File: src/rtl/vga_sync_gen.sv
// vga_sync_gen: free-running raster timing generator (pixel coordinate,
// active-video flag, monitor sync pulses, line/frame start strobes).
// Default timing is SVGA 800x600@60 Hz at a 40 MHz pixel rate.
// Optional build macro VGA_SYNC_PIPE_EN: delays active/h_sync/v_sync by one
// enabled cycle so they line up with a one-cycle ROM read in the renderers.
// Timing parameters must satisfy H_TOTAL <= 2048 and V_TOTAL <= 1024.

module vga_sync_gen #(
    parameter int unsigned H_VISIBLE = 800,
    parameter int unsigned H_FP      = 40,
    parameter int unsigned H_SYNC    = 128,
    parameter int unsigned H_BP      = 88,
    parameter int unsigned V_VISIBLE = 600,
    parameter int unsigned V_FP      = 1,
    parameter int unsigned V_SYNC    = 4,
    parameter int unsigned V_BP      = 23,
    parameter int unsigned SYNC_POL  = 1
) (
    input  logic        clk,
    input  logic        reset,
    input  logic        en,
    output logic [10:0] p_x,
    output logic [9:0]  p_y,
    output logic        active,
    output logic        h_sync,
    output logic        v_sync,
    output logic        line_start,
    output logic        frame_start
);

    localparam int unsigned X_W      = 11;
    localparam int unsigned Y_W      = 10;
    localparam int unsigned H_TOTAL  = H_VISIBLE + H_FP + H_SYNC + H_BP;
    localparam int unsigned V_TOTAL  = V_VISIBLE + V_FP + V_SYNC + V_BP;
    localparam int unsigned HS_START = H_VISIBLE + H_FP;
    localparam int unsigned HS_END   = HS_START + H_SYNC;
    localparam int unsigned VS_START = V_VISIBLE + V_FP;
    localparam int unsigned VS_END   = VS_START + V_SYNC;

    // Last coordinate of the raster; also the reset position so that the
    // first enabled cycle lands on (0,0).
    localparam logic [X_W-1:0] X_LAST = X_W'(H_TOTAL - 1);
    localparam logic [Y_W-1:0] Y_LAST = Y_W'(V_TOTAL - 1);

    localparam logic SYNC_ON  = 1'(SYNC_POL);
    localparam logic SYNC_OFF = ~SYNC_ON;

    logic [X_W-1:0] x_nxt;
    logic [Y_W-1:0] y_nxt;
    logic           x_wrap;
    logic           act_nxt;
    logic           hs_nxt;
    logic           vs_nxt;

    // Next raster position: x advances every pixel, y on each x wrap.
    always_comb begin
        x_nxt  = p_x + X_W'(1);
        y_nxt  = p_y;
        x_wrap = (p_x == X_LAST);
        if (x_wrap) begin
            x_nxt = '0;
            if (p_y == Y_LAST) begin
                y_nxt = '0;
            end else begin
                y_nxt = p_y + Y_W'(1);
            end
        end
    end

    // Flag decode from the next position; one extra bit keeps compares safe
    // when a window ends exactly at 2048 / 1024.
    always_comb begin
        act_nxt = ({1'b0, x_nxt} < 12'(H_VISIBLE)) &&
                  ({1'b0, y_nxt} < 11'(V_VISIBLE));
        hs_nxt  = (({1'b0, x_nxt} >= 12'(HS_START)) &&
                   ({1'b0, x_nxt} <  12'(HS_END))) ? SYNC_ON : SYNC_OFF;
        vs_nxt  = (({1'b0, y_nxt} >= 11'(VS_START)) &&
                   ({1'b0, y_nxt} <  11'(VS_END))) ? SYNC_ON : SYNC_OFF;
    end

    // Coordinate counters and start strobes; strobes last one clock only.
    always_ff @(posedge clk or negedge reset) begin
        if (!reset) begin
            p_x         <= X_LAST;
            p_y         <= Y_LAST;
            line_start  <= 1'b0;
            frame_start <= 1'b0;
        end else begin
            line_start  <= 1'b0;
            frame_start <= 1'b0;
            if (en) begin
                p_x         <= x_nxt;
                p_y         <= y_nxt;
                line_start  <= (x_nxt == '0);
                frame_start <= (x_nxt == '0) && (y_nxt == '0);
            end
        end
    end

`ifdef VGA_SYNC_PIPE_EN
    logic act_s1;
    logic hs_s1;
    logic vs_s1;

    // First flag stage: aligned with p_x/p_y.
    always_ff @(posedge clk or negedge reset) begin
        if (!reset) begin
            act_s1 <= 1'b0;
            hs_s1  <= SYNC_OFF;
            vs_s1  <= SYNC_OFF;
        end else if (en) begin
            act_s1 <= act_nxt;
            hs_s1  <= hs_nxt;
            vs_s1  <= vs_nxt;
        end
    end

    // Second flag stage: one enabled cycle behind the coordinate.
    always_ff @(posedge clk or negedge reset) begin
        if (!reset) begin
            active <= 1'b0;
            h_sync <= SYNC_OFF;
            v_sync <= SYNC_OFF;
        end else if (en) begin
            active <= act_s1;
            h_sync <= hs_s1;
            v_sync <= vs_s1;
        end
    end
`else
    // Flags registered from the next position: same pixel as p_x/p_y.
    always_ff @(posedge clk or negedge reset) begin
        if (!reset) begin
            active <= 1'b0;
            h_sync <= SYNC_OFF;
            v_sync <= SYNC_OFF;
        end else if (en) begin
            active <= act_nxt;
            h_sync <= hs_nxt;
            v_sync <= vs_nxt;
        end
    end
`endif

endmodule

File: config.mk
export PLATFORM = sky130hd
export DESIGN_NAME = vga_sync_gen
export DESIGN_NICKNAME = d
export VERILOG_FILES = /design/src/rtl/vga_sync_gen.sv
export SDC_FILE = /design/constraint.sdc
export NUM_CORES = 1
export LEC_CHECK = 0
export BUFFER_PORTS_ARGS = -buffer_cell sky130_fd_sc_hd__buf_2
export CAP_MARGIN = 15
export CORE_ASPECT_RATIO = 2
export CORE_UTILIZATION = 50
export DETAILED_ROUTE_END_ITERATION = 16
export MAX_ROUTING_LAYER = met4
export PLACE_DENSITY = 0.72
export SETUP_SLACK_MARGIN = 0.15
export SYNTH_ARGS = -nofsm -noshare
export SYNTH_HDL_FRONTEND = slang
export SYNTH_SLANG_ARGS = --single-unit
File: constraint.sdc
create_clock -name clk -period 3.9 [get_ports clk]
set_input_delay 0.195 -clock clk [delete_from_list [all_inputs] [get_ports clk]]
set_output_delay 0.195 -clock clk [all_outputs]
set_load 0.005 [all_outputs]
==> results_dict.tcl <==
set metrics [dict create \
    status "finished, final reports clean" \
    synth_top_area_share_pct 19.5 \
    hold_class "in2reg" \
    ys.flop_type "dfrtp_1" \
    gp_congestion 0.945 \
    combPwrFrac_pct 26.1 \
    p_total_uw 859 \
    grt_pass1_wl_mm 6.86 \
    cts-resized-gates 0 \
    initial_core_util_pct 52.5 \
    syn_inst 205 \
    worst_path_max_delay_cell "or4b_4" \
    finalSetupViolCount 0 \
    hold_viol_final 0 \
    yosys_warnings 0 \
    fin_crit_sh_pct 81.4 \
    ctsHtreeMaxLevel 1 \
    synth_edf_count 0 \
    die_area_um2 3850 \
    grt_pass1_vias 1463 \
    ys_async_sr_fraction_pct 100 \
    top_layer "met4" \
    rsz0062_at_grt "false" \
    boundaryPins 29 \
    synth_common_cells "21 x nand2_1, 17 x o21ai_0, 14 x dfrtp_1" \
    diodes 0 \
    hpwl_mm 3.13 \
    drc 0 \
    syn-cell-area_um2 1790 \
    p_sw_uw 279 \
    via_per_inst 5.96 \
    slew_headroom_pct 57.0 \
    detail_route.wirelength_mm 4.31 \
    die_h_um 86.7 \
    nets 227 \
    maxCapViolations 0 \
    cp.arrival_ns 3.37 \
    io_buffers 28 \
    drt_iter0_drc 36 \
    slew_viol_final 0 \
    startpoint_type "flip-flop" \
    dpl_cell_area_um2 1920 \
    worst-r2r-cell-count 7 \
    setup_tns_ns 0 \
    syn-num-nets 210 \
    layoutNonFillerInstCount 269 \
    rows 30 \
    path_clk_slew_ns 0.10 \
    drtAntennaViolNets 0 \
    die-width_um 44.4 \
    ys_ff_latch 26 \
    wl_per_cell_um 16.0 \
    holdPathStages 3 \
    coreArea_um2 3420 \
    finalWorstPathRequiredPeriod_ns 3.18 \
    critPathCaptureType "flip-flop" \
    wl_met1_mm 1.73 \
    cp_cell_sequence "ha_1 -> and4_1 -> nand3_2 -> or4b_4 -> o2bb2a_4 -> or4b_1 -> o31ai_2" \
    p_int_uw 580 \
    worstSkewPairLatency_ns 0.28 \
    cts.sinks 26 \
    root_buffer "clkbuf_8" \
    power_frac_seq_pct 47.4 \
    antenna_found_initial 0 \
    power_density_nw_per_um2 430 \
    vdd_drop_max_v 0.000236 \
    p_leak_uw 0.000873 \
    yosysMostFrequentCell "nand2_1" \
    cts_inserted_buffers 3 \
    final_core_util_pct 58.5 \
    finalClockSkew_ns 0.00595 \
    cts_buffer_depth 2 \
    swShare_pct 32.5 \
    dp_cells 264 \
    wl_met2_mm 2.30 \
    crit_fanout 15 \
    grt_usage_pct 24.6 \
    first_pass_iters 4 \
    route.vias.total 1603 \
    fin_area_um2 2000 \
    critPathRequiredTime_ns 4.10 \
    overflow 0 \
    synthDistinctLibCells 54 \
    clkPwrFrac_pct 26.5 \
    yosysSeqAreaShare_pct 37.1 \
    dr_wl_met3_um 92 \
    cts_tree "built" \
    cpPeakStageDelay_ns 0.63 \
    layout-drive-gt1-share_pct 24.0 \
    grt_max_degree 27 \
    fmax_ghz 0.315 \
    area_growth_pct 11.3 \
    syn-mean-instance-area_um2 8.75 \
    yosys-top-cells-area "dfrtp_1 20%, dfstp_2 18%, o21ai_0 4.7%, nand2_1 4.4%, xnor2_1 3.9%" \
    worst_pin_slew_ns 0.629 \
    critPathKind "reg2reg" \
    synth_area_leader_cell "dfrtp_1" \
]
final timing paths:
kind	from	to	slack, ns
min in group asynchronous	reset	p_x[9]$_DFFE_PN0P_	0.45
min reg2reg	v_sync$_DFFE_PN0P_	v_sync$_DFFE_PN0P_	0.50
max in group asynchronous	reset	p_y[7]$_DFFE_PN0P_	3.07
max reg2reg	p_x[0]$_DFFE_PN1P_	v_sync$_DFFE_PN0P_	0.72
max	p_x[0]$_DFFE_PN1P_	v_sync$_DFFE_PN0P_	0.72
min	en	p_x[3]$_DFFE_PN1P_	0.33
cells in the final DEF (no fill, tap or decap), types with 3 or more instances in the layout:
cell type / Yosys / layout
o21ai_0: 17 / 17
and3_1: 9 / 9
inv_1: 3 / 3
xnor2_1: 8 / 8
nand2b_1: 3 / 3
dfstp_2: 12 / 12
and4_1: 5 / 5
nand4_1: 8 / 8
a21oi_1: 8 / 8
xor2_1: 4 / 4
dfrtp_1: 14 / 14
nor2_1: 12 / 12
a31oi_1: 7 / 7
buf_2: 6 / 28
clkbuf_8: 0 / 3
nand3_1: 11 / 11
nand2_1: 21 / 21
per-layer routing:
layer,track usage (%),vias up
li1,-,784
met1,26.8,763
met2,42.1,42
met3,2.29,14
met4,13.2,0
met5,-,-
critical path, delay by kind of cell, from the launching register on:
kind | cells | cell delay, ns
adders and majority gates | 1 | 0.29
DFF | 1 | 0.59
AOI/OAI and AO/OA | 2 | 0.39
and+or+nand+nor | 4 | 1.82
logic make-up (layout without fill, tap and decap cells):
group / Yosys count / after routing / synth area share, %
AOI/OAI and AO/OA: 54 / 54 / 20.2
xor gates and xnor gates: 12 / 12 / 5.86
and+or+nand+nor: 86 / 86 / 27.6
buffers and inverters: 21 / 37 / 5.44
DFF: 26 / 26 / 37.1
muxes: 4 / 4 / 2.37
adders and majority gates: 2 / 2 / 1.39
power groups by stage:
stage	Sequential, uW	Combinational, uW	Clock, uW
6_report	407	224	227
5_1_grt	418	250	244
4_1_cts	409	224	234
3_5_place_dp	412	222	0
3_3_place_gp	412	220	0
2_1_floorplan	369	185	0
what timing repair did:
item,in CTS,in global routing
setup buffers,0,0
endpoints found under the setup margin,0,0
endpoints found under the hold margin,14,0
hold buffers,1,0
per-stage QoR:
step | hold slack [ns] | setup WS (ns)
2_1_floorplan | -0.101 | 1.14
3_3_place_gp | 0.235 | 0.788
3_5_place_dp | 0.229 | 0.740
4_1_cts | 0.329 | 0.699
5_1_grt | 0.355 | 0.543
6_report | 0.335 | 0.724
layout make-up:
cell class                      instances  area (um^2)
Clock inverter                          1         30.0
Multi-Input combinational cell        158         1030
Tap cell                               48         60.1
Sequential cell                        26          666
Timing Repair Buffer                   30          158
Inverter                                3         11.3
Clock buffer                            3         41.3
Fill cell                             338         1420
state kept, by name, indices dropped and copies added, names as in the netlist:
| name | count |
|---|---|
| frame_start | 1 |
| line_start | 1 |
| p_x | 11 |
| p_y | 10 |
| v_sync | 1 |
| h_sync | 1 |
| active | 1 |
Power figures use the tool's default switching activity.
